File: src/rtl/alu_pkg.sv
// Shared opcodes and FSM encodings for the multi-cycle ALU.
package alu_pkg;

  localparam int unsigned OP_W = 4;

  localparam logic [OP_W-1:0] OP_AND  = 4'd0;
  localparam logic [OP_W-1:0] OP_OR   = 4'd1;
  localparam logic [OP_W-1:0] OP_ADD  = 4'd2;
  localparam logic [OP_W-1:0] OP_SUB  = 4'd3;
  localparam logic [OP_W-1:0] OP_SLTU = 4'd4;
  localparam logic [OP_W-1:0] OP_SBC  = 4'd5;
  localparam logic [OP_W-1:0] OP_ADC  = 4'd6;
  localparam logic [OP_W-1:0] OP_XOR  = 4'd7;
  localparam logic [OP_W-1:0] OP_MULU = 4'd8;
  localparam logic [OP_W-1:0] OP_DIVU = 4'd9;

  typedef enum logic [1:0] {
    S_IDLE = 2'd0,
    S_ITER = 2'd1,
    S_DONE = 2'd2
  } state_t;

endpackage

File: src/rtl/alu_addsub.sv
// Width-generic carry-lookahead adder/subtractor: sum = a + (invert_b ? ~b : b) + cin.
module alu_addsub #(
  parameter int unsigned WIDTH = 8
) (
  input  logic [WIDTH-1:0] a,
  input  logic [WIDTH-1:0] b,
  input  logic             cin,
  input  logic             invert_b,
  output logic [WIDTH-1:0] sum,
  output logic             cout
);

  logic [WIDTH-1:0] bx;
  logic [WIDTH-1:0] g;
  logic [WIDTH-1:0] p;
  logic [WIDTH:0]   c;

  assign bx = invert_b ? ~b : b;
  assign g  = a & bx;
  assign p  = a ^ bx;

  // Each carry expanded from generate/propagate terms, no ripple through c[].
  always_comb begin
    logic acc;
    logic pp;
    c = '0;
    c[0] = cin;
    for (int i = 0; i < int'(WIDTH); i++) begin
      acc = g[i];
      pp  = p[i];
      for (int j = i - 1; j >= 0; j--) begin
        acc = acc | (pp & g[j]);
        pp  = pp & p[j];
      end
      c[i+1] = acc | (pp & cin);
    end
  end

  assign sum  = p ^ c[WIDTH-1:0];
  assign cout = c[WIDTH];

endmodule

File: src/rtl/alu_mc.sv
// Registered ALU: single-cycle logic/arith ops, iterative MULU (shift-add) and DIVU (restoring).
module alu_mc
  import alu_pkg::*;
#(
  parameter int unsigned WIDTH = 8
) (
  input  logic             clk,
  input  logic             rst,
  input  logic             start,
  input  logic [3:0]       op,
  input  logic [WIDTH-1:0] data_a,
  input  logic [WIDTH-1:0] data_b,
  output logic [WIDTH-1:0] result,
  output logic [WIDTH-1:0] result_hi,
  output logic             zero,
  output logic             carry,
  output logic             dz,
  output logic             busy,
  output logic             done
);

  localparam int unsigned CNT_W = $clog2(WIDTH + 1);

  state_t             state_q, state_d;
  logic [CNT_W-1:0]   cnt_q, cnt_d;
  logic               div_q, div_d;
  logic [WIDTH-1:0]   b_q, b_d;
  logic [WIDTH-1:0]   hi_q, hi_d;
  logic [WIDTH-1:0]   lo_q, lo_d;
  logic [WIDTH-1:0]   result_d, result_hi_d;
  logic               zero_d, carry_d, dz_d, busy_d, done_d;

  logic [WIDTH-1:0]   add_a, add_b, add_sum;
  logic               add_cin, add_inv, add_cout;

  logic               accept;
  logic [WIDTH:0]     shifted;
  logic [WIDTH:0]     mul_sum;
  logic [WIDTH-1:0]   mul_hi, mul_lo;
  logic               div_ok;
  logic [WIDTH-1:0]   div_rem, div_quo;
  logic [WIDTH-1:0]   single_res;

  assign accept = start & ~busy;

  alu_addsub #(.WIDTH(WIDTH)) u_addsub (
    .a        (add_a),
    .b        (add_b),
    .cin      (add_cin),
    .invert_b (add_inv),
    .sum      (add_sum),
    .cout     (add_cout)
  );

  // Shared adder steering: iteration datapath while in ITER, otherwise the incoming op.
  always_comb begin
    add_a   = data_a;
    add_b   = data_b;
    add_cin = 1'b0;
    add_inv = 1'b0;
    if (state_q == S_ITER) begin
      add_b = b_q;
      if (div_q) begin
        add_a   = shifted[WIDTH-1:0];
        add_cin = 1'b1;
        add_inv = 1'b1;
      end else begin
        add_a = hi_q;
      end
    end else begin
      unique case (op)
        OP_ADC:          add_cin = carry;
        OP_SUB, OP_SLTU: begin add_cin = 1'b1;   add_inv = 1'b1; end
        OP_SBC:          begin add_cin = ~carry; add_inv = 1'b1; end
        default:         add_cin = 1'b0;
      endcase
    end
  end

  // One multiply step: conditionally add multiplicand to the high half, then shift right.
  assign mul_sum = lo_q[0] ? {add_cout, add_sum} : {1'b0, hi_q};
  assign mul_hi  = mul_sum[WIDTH:1];
  assign mul_lo  = {mul_sum[0], lo_q[WIDTH-1:1]};

  // One restoring-divide step; a set top bit of the shifted remainder guarantees the trial fits.
  assign shifted = {hi_q, lo_q[WIDTH-1]};
  assign div_ok  = shifted[WIDTH] | add_cout;
  assign div_rem = div_ok ? add_sum : shifted[WIDTH-1:0];
  assign div_quo = {lo_q[WIDTH-2:0], div_ok};

  // Single-cycle op results; carry/borrow taken from the shared adder.
  always_comb begin
    single_res = '0;
    unique case (op)
      OP_AND:                  single_res = data_a & data_b;
      OP_OR:                   single_res = data_a | data_b;
      OP_XOR:                  single_res = data_a ^ data_b;
      OP_ADD, OP_ADC,
      OP_SUB, OP_SBC:          single_res = add_sum;
      OP_SLTU:                 single_res = {{(WIDTH-1){1'b0}}, ~add_cout};
      default:                 single_res = '0;
    endcase
  end

  // Next-state and next-register values.
  always_comb begin
    state_d     = state_q;
    cnt_d       = cnt_q;
    div_d       = div_q;
    b_d         = b_q;
    hi_d        = hi_q;
    lo_d        = lo_q;
    result_d    = result;
    result_hi_d = result_hi;
    zero_d      = zero;
    carry_d     = carry;
    dz_d        = dz;
    busy_d      = busy;
    done_d      = 1'b0;

    unique case (state_q)
      S_ITER: begin
        cnt_d = cnt_q + CNT_W'(1);
        if (div_q) begin
          hi_d = div_rem;
          lo_d = div_quo;
        end else begin
          hi_d = mul_hi;
          lo_d = mul_lo;
        end
        if (cnt_q == CNT_W'(WIDTH - 1)) begin
          result_d    = div_q ? div_quo : mul_lo;
          result_hi_d = div_q ? div_rem : mul_hi;
          zero_d      = div_q ? (div_quo == '0) : (mul_lo == '0);
          dz_d        = div_q & (b_q == '0);
          busy_d      = 1'b0;
          done_d      = 1'b1;
          state_d     = S_DONE;
        end
      end
      default: begin
        state_d = S_IDLE;
        if (accept) begin
          if (op == OP_MULU || op == OP_DIVU) begin
            div_d   = (op == OP_DIVU);
            b_d     = data_b;
            hi_d    = '0;
            lo_d    = data_a;
            cnt_d   = '0;
            busy_d  = 1'b1;
            state_d = S_ITER;
          end else begin
            result_d    = single_res;
            result_hi_d = '0;
            zero_d      = (single_res == '0);
            dz_d        = 1'b0;
            done_d      = 1'b1;
            state_d     = S_DONE;
            unique case (op)
              OP_ADD, OP_ADC: carry_d = add_cout;
              OP_SUB, OP_SBC: carry_d = ~add_cout;
              default:        carry_d = carry;
            endcase
          end
        end
      end
    endcase
  end

  // State, datapath and output registers.
  always_ff @(posedge clk or posedge rst) begin
    if (rst) begin
      state_q   <= S_IDLE;
      cnt_q     <= '0;
      div_q     <= 1'b0;
      b_q       <= '0;
      hi_q      <= '0;
      lo_q      <= '0;
      result    <= '0;
      result_hi <= '0;
      zero      <= 1'b1;
      carry     <= 1'b0;
      dz        <= 1'b0;
      busy      <= 1'b0;
      done      <= 1'b0;
    end else begin
      state_q   <= state_d;
      cnt_q     <= cnt_d;
      div_q     <= div_d;
      b_q       <= b_d;
      hi_q      <= hi_d;
      lo_q      <= lo_d;
      result    <= result_d;
      result_hi <= result_hi_d;
      zero      <= zero_d;
      carry     <= carry_d;
      dz        <= dz_d;
      busy      <= busy_d;
      done      <= done_d;
    end
  end

endmodule
File: config.mk
export PLATFORM = sky130hd
export DESIGN_NAME = alu_mc
export DESIGN_NICKNAME = d
export VERILOG_FILES = /design/src/rtl/alu_pkg.sv /design/src/rtl/alu_addsub.sv /design/src/rtl/alu_mc.sv
export SDC_FILE = /design/constraint.sdc
export NUM_CORES = 1
export LEC_CHECK = 0
export CORE_MARGIN = 5
export CORE_UTILIZATION = 58
export CTS_CLUSTER_SIZE = 24
export DETAILED_ROUTE_END_ITERATION = 8
export PLACE_DENSITY = 0.8
export SLEW_MARGIN = 20
export SYNTH_ARGS = -nofsm -noshare
export SYNTH_HDL_FRONTEND = slang
export SYNTH_SLANG_ARGS = --single-unit
export TNS_END_PERCENT = 50
File: constraint.sdc
create_clock -name clk -period 4.3 [get_ports clk]
set_input_delay 0.86 -clock clk [delete_from_list [all_inputs] [get_ports clk]]
set_output_delay 0.86 -clock clk [all_outputs]
set_load 0.005 [all_outputs]
; ---- Yosys cells after proc, flatten, opt, wreduce, memory -nomap -nowiden
; Index checks and enable logic that the tools add are counted.
; Widths: inputs -> output; s select.
[classes]
n_reduce_logical = 19
addsub = 1
eq_ne = 13
n_mux = 53
n_bitwise = 115
[op_table]
columns = op, n
row1 = $mux 8, 21
row2 = $and 1x1->1, 66
row3 = $pmux 8 s5, 1
row4 = $or 1x1->1, 37
row5 = $logic_not 8->1, 4
row6 = $xor 8x8->8, 3
row7 = $mux 1, 21
row8 = $eq 4x3->1 const B, 5
row9 = $and 8x8->8, 2
row10 = $mux 4, 3
row11 = $mux 9, 1
row12 = $reduce_and 3->1, 3
row13 = $eq 4x2->1 const B, 2
row14 = $eq 4x4->1 const B, 2
row15 = $mux 2, 4
row16 = $not 8->8, 1
row17 = $or 8x8->8, 1
row18 = $reduce_bool 2->1, 3
row19 = $reduce_or 2->1, 3
row20 = $not 1->1, 5
row21 = $add 4x1->4 const B, 1
row22 = $eq 4x1->1 const B, 1
row23 = $logic_not 4->1, 1
row24 = $reduce_and 4->1, 1
row25 = other kinds (9), 9
[totals]
reg_bits = 52

; ---- Longest topological paths before layout
[depth]
word_depth = 21
mapped_depth = 15
depth_no_buf = 12

; ---- Hierarchy
; From an unflattened synthesis, not the netlist that was laid out.
[hier_totals]
hier_cells = 431
hier_area_um2 = 3767.4
[modules_own_cells]
columns = mod, cells_per_inst, area_per_inst_um2, n_inst, seq_area_each_um2
row1 = alu_mc, 384, 3362.0, 1, 1302.5
row2 = alu_addsub, 47, 405.4, 1, 0.0

; ---- Worst setup path after synthesis
; OpenSTA, ideal clock, no wires.
[synth_path]
path_kind = input port to flip-flop
from = input port op[2]
to = register hi_q[2]
path_buffers = 2
setup_ps = 131
path_stages = 14
slack_ps = 380
arrival_time_ps = 3789
cell_sequence = buf_4 -> nor2_1 -> a31o_2 -> a21oi_2 -> xor2_1 -> ha_1 -> bufbuf_16 -> a21oi_1 -> o2111a_1 -> o21ai_0 -> a211oi_4 -> nor3_1 -> o31ai_1 -> o21ai_1
[synth_via]
elab_chain_len = 19
word_cells_on_any_way = 60
cone_classes = eq/ne (6) / mux (9) / bitwise (40) / reduce/logical (5)
[synth_lines]
columns = item, line
row1 = start: declaration, alu_mc.sv:10  ; input logic [3:0] op,
row2 = $eq 4x2->1 or $eq 4x3->1 (tied branches), alu_mc.sv:71  ; unique case (op)
row3 = $reduce_or 3->1 (no line), -
row4 = $mux 1, alu_mc.sv:71
row5 = $mux 1, alu_mc.sv:61  ; if (state_q == S_ITER) begin
row6 = $mux 8, alu_addsub.sv:18  ; assign bx = invert_b ? ~b : b;
row7 = $xor 8x8->8 or $and 8x8->8 (tied branches), "alu_addsub.sv:20, alu_addsub.sv:19"
row8 = $and 1x1->1 (on tied branches), "alu_addsub.sv:32, alu_addsub.sv:33"
row9 = "$or 1x1->1, or another cell as far along (6 in a row)", alu_addsub.sv:32  ; acc = acc | (pp & g[j]);
row10 = $or 1x1->1 or $and 1x1->1 (tied branches), "alu_addsub.sv:32, alu_addsub.sv:35"
row11 = $or 1x1->1, alu_addsub.sv:35  ; c[i+1] = acc | (pp & cin);
row12 = $or 1x1->1, alu_mc.sv:87  ; assign div_ok = shifted[WIDTH] | add_cout;
row13 = $mux 8, alu_mc.sv:88  ; assign div_rem = div_ok ? add_sum : shifted[WIDTH-1:0];
row14 = $mux 8, alu_mc.sv:124  ; if (div_q) begin
row15 = $mux 8, alu_mc.sv:121  ; unique case (state_q)
row16 = end signal: assignment, alu_mc.sv:191  ; hi_q <= hi_d;
row17 = end: declaration, alu_mc.sv:28  ; logic [WIDTH-1:0] hi_q, hi_d;
; Several ways; a longest one is shown, not always the timed one.
; A chain may end at the register's enable or synchronous reset.

; ---- Worst setup path after layout
[layout_path]
from = input port op[3]
to = register hi_q[2]
; The elaborated chain is that of the path after synthesis.

==> results.md <==
| Metric | This run |
|:---|:---|
| DR WL/cell | 20.5 um |
| Most frequent cell after synthesis | sky130_fd_sc_hd__nand2_1 |
| Synthesized-area fraction occupied by and/or/nand/nor cells | 17.0% |
| Asr flop ratio synth | 100% |
| Top cells by area in the synthesized netlist | sky130_fd_sc_hd__dfrtp_1, sky130_fd_sc_hd__ha_1, sky130_fd_sc_hd__nand2_1, sky130_fd_sc_hd__mux2i_1, sky130_fd_sc_hd__o21ai_0 |
| Drt first-iter violations | 329 |
| Synthesized instance count | 473 |
| Peak VDD IR | 0.000408 V |
| Wire length of the first global-routing pass | 20000 um |
| Number of nets at the end of the flow | 568 |
| Category of the worst setup path launch point | input pin |
| Start-to-end type of the worst setup path | in -> reg |
| Xor-xnor portion of the synthesized cell area | 3.00% |
| Post-synthesis compound-gate area fraction | 27.4% |
| Max Cap Viol | 0 |
| I/O pin count | 44 |
| Std-Cell Core Area | 6830 um2 |
| Synth area leader | sky130_fd_sc_hd__dfrtp_1 |
| Outcome | finished clean |
| Period Utilization, post-route | 93.3% |
| Number of clock sinks seen by CTS | 52 |
| Global-route usage over all layers | 29.7% |
| Hold WS | 0.484 ns |
| Main combinational cell family by area after synthesis | compound AO/OA/AOI/OAI gates |
| Ys flop type | sky130_fd_sc_hd__dfrtp_1 |
| Pre-CTS setup slack | -0.142 ns |
| Number of max-slew violations in the final report | 0 |
| H-tree level count | 2 |
| Total routed wirelength | 12600 um |
| Global route total overflow | 0 |
| CTS tree | done |
| Inserted Clock Buffers | 5 |
| # setup viols final | 0 |
| Beginning of the worst hold path | result_hi[5]$_DFFE_PP0P_ |
| DRT antenna net count | 0 |
| CTS Buffer Depth | 2 |
| Post-Synth Adder-Cell Area | 8.13% |
| Initial Utilization | 59.9% |
| Clock Latency Late Sink | 0.33 ns |
| Synthesized cell area | 4090 um2 |
| FF+latch count, synth | 52 |
| Clock-pin slew of the registers on the worst-case setup and hold paths | 0.10 ns |
| IO Port Bufs | 43 |
| Die Area | 8830 um2 |
| Count of cell types in the netlist | 75 |
| Post-CTS Hold Fix Bufs | 0 |
| Count of cells along the worst register-to-register path | 11 |
| Cell at the root of the clock tree | sky130_fd_sc_hd__clkbuf_8 |
| Required time reported for the critical path endpoint | 4.50 ns |
| Total number of vias | 3927 |
| Commonest cells in the netlist | sky130_fd_sc_hd__nand2_1, sky130_fd_sc_hd__dfrtp_1, sky130_fd_sc_hd__o21ai_0 |
| Class of the worst hold path | reg -> reg |
| Post-layout worst setup margin | 0.289 ns |
| Origin of the critical flop-to-flop path | state_q[0]$_DFFE_PP0P_ |
| Via count of the first global-routing pass | 3633 |
| Layout area overhead | 16.2% |
| Critical Path Sink Type | flip-flop |
| Length of the first detailed-routing pass in iterations | 6 |
| PwrDens | 720 nW/um2 |
| Setup repair after global routing missed its margin | false |
| EDFF count, synth | 0 |
| Antenna violations before repair | 0 |
| Setup TNS | 0 ns |
| Syn_nets | 522 |
| Layout Utilization | 69.6% |
| Worst min-delay path endpoint | result_hi[5]$_DFFE_PP0P_ |
| Count of antenna diodes in the layout | 0 |
| Leak Pwr | 2.17 nW |
| Fraction of layout cells with a size suffix above 1 | 11.2% |
| Cell depth of the worst min-delay path | 2 |
| Die X-Extent | 94.0 um |
| Post-route DRC | 0 |
| DPL Wire Length | 9780 um |
| Via-per-instance ratio | 6.38 |
| Proportion of synthesized area in mux cells | 4.71% |
| Slew at the pin with the worst max-slew slack | 0.929 ns |
| Layout Skew | 0.0255 ns |
| Share of Yosys cell area claimed by the top area cell type | 31.2% |
| Peak Freq | 0.249 GHz |
| Proportion of synthesized chip area in sequential cells | 31.8% |
| Worst rel slew slack | 37.6% |
| Reg-to-reg endpoint | result_hi[1]$_DFFE_PP0P_ |
| Avg Synthesized Cell Area | 8.65 um2 |
| Die boundary height | 94.0 um |
| Biggest fanout along the worst timing path | 7 |
| Register-to-Register Setup Slack | 0.59 ns |
| Min cycle time layout | 4.01 ns |
| Signal arrival time at the worst endpoint | 4.21 ns |
| Final RePlAce weighted congestion | 0.959 |
| Row cnt | 30 |
| Hold Fails Final Rpt | 0 |
| Count of synthesis-stage warnings from yosys | 0 |
| Pin count of the biggest net entering global routing | 44 |
-- metrics by stage --
stage	instances	power (W)	area [um2]
finish	616	0.00342	4750
global route	616	0.00364	4750
CTS	614	0.00336	4740
detailed placement	606	0.00298	4620
global placement	606	0.00296	4620
floorplan	473	0.00228	4090
-- area by class of cell --
type                    instances  area [um2]
well taps                      96         120
fillers                       561        2080
clock inverters                 3        46.3
repair buffers                 68         618
inverters                      33         124
flip-flops and latches         52        1300
clock buffers                   5        68.8
multi-input cells             359        2470
-- critical path: stages --
cell and delay [ns]:
sky130_fd_sc_hd__clkdlybuf4s50_1 0.54, sky130_fd_sc_hd__nor2_1 0.08, sky130_fd_sc_hd__a31o_2 0.25, sky130_fd_sc_hd__a21oi_2 0.24
sky130_fd_sc_hd__buf_4 0.17, sky130_fd_sc_hd__xor2_1 0.07, sky130_fd_sc_hd__ha_1 0.37, sky130_fd_sc_hd__nand3_1 0.11
sky130_fd_sc_hd__o2111a_1 0.26, sky130_fd_sc_hd__o21ai_1 0.32, sky130_fd_sc_hd__a211o_1 0.35, sky130_fd_sc_hd__nor2_1 0.08
sky130_fd_sc_hd__o31ai_1 0.39, sky130_fd_sc_hd__o21ai_1 0.11
-- flip-flops by register name, indices dropped and copies added (netlist names) --
name / count
result_hi: 8
carry: 1
busy: 1
result: 8
hi_q: 8
done: 1
cnt_q: 4
lo_q: 8
state_q: 2
div_q: 1
zero: 1
dz: 1
b_q: 8
-- cell usage in the layout (no fill, tap or decap), drive strengths merged, types with 3 or more instances in the layout --
cell and count:
a21oi 31, a21o 8, a22oi 5, nand2 58, and2 3, xnor2 3
nor4 3, a22o 7, a31oi 12, nor2b 7, a211oi 13, o21ai 36
o2bb2ai 3, o31ai 10, o211ai 4, xor2 11, inv 34, dfrtp 51
ha 25, buf 25, clkbuf 5, and3b 3, nor3 7, and3 3
or3 3, clkdlybuf4s50 43, a311o 4, mux2i 17, nor2 28, nand3 18
-- cells by family after synthesis --
group / Yosys count
AOI/OAI and AO/OA: 156
and+or+nand+nor: 144
xor gates and xnor gates: 14
adders and majority gates: 26
buffers and inverters: 62
DFF: 52
muxes: 19
-- power breakdown --
group	internal [W]	leakage, nW	switching, W	total [W]
Clock	0.000177	0.0600	0.000189	0.000366
Sequential	0.000672	0.656	0.000185	0.000857
Combinational	0.000938	1.46	0.00126	0.00220
Total	0.00179	2.17	0.00163	0.00342
-- per-layer routing --
layer	vias to the layer above	wire [um]	track usage, %
li1	1809	-	-
met1	1866	5440	42.1
met2	216	5810	47.1
met3	36	949	3.61
met4	0	407	9.75
met5	-	0	0
-- what timing repair did --
| item | in CTS | in global routing |
|---|---|---|
| setup buffers | 0 | 2 |
| endpoints found under the setup margin | 0 | 9 |
| resized for setup | 0 | 1 |
-- worst max-delay path by stage --
stage / from / endpoint / slack (ns)
floorplan: op[2] / hi_q[2]$_DFFE_PP0P_ / 0.38
global placement: op[3] / result_hi[4]$_DFFE_PP0P_ / -0.1
detailed placement: op[3] / hi_q[2]$_DFFE_PP0P_ / -0.14
CTS: op[3] / hi_q[2]$_DFFE_PP0P_ / 0.17
global route: op[3] / zero$_DFFE_PP1P_ / 0.04
finish: op[3] / hi_q[2]$_DFFE_PP0P_ / 0.29
No activity file was read; power rests on OpenSTA's default activity.
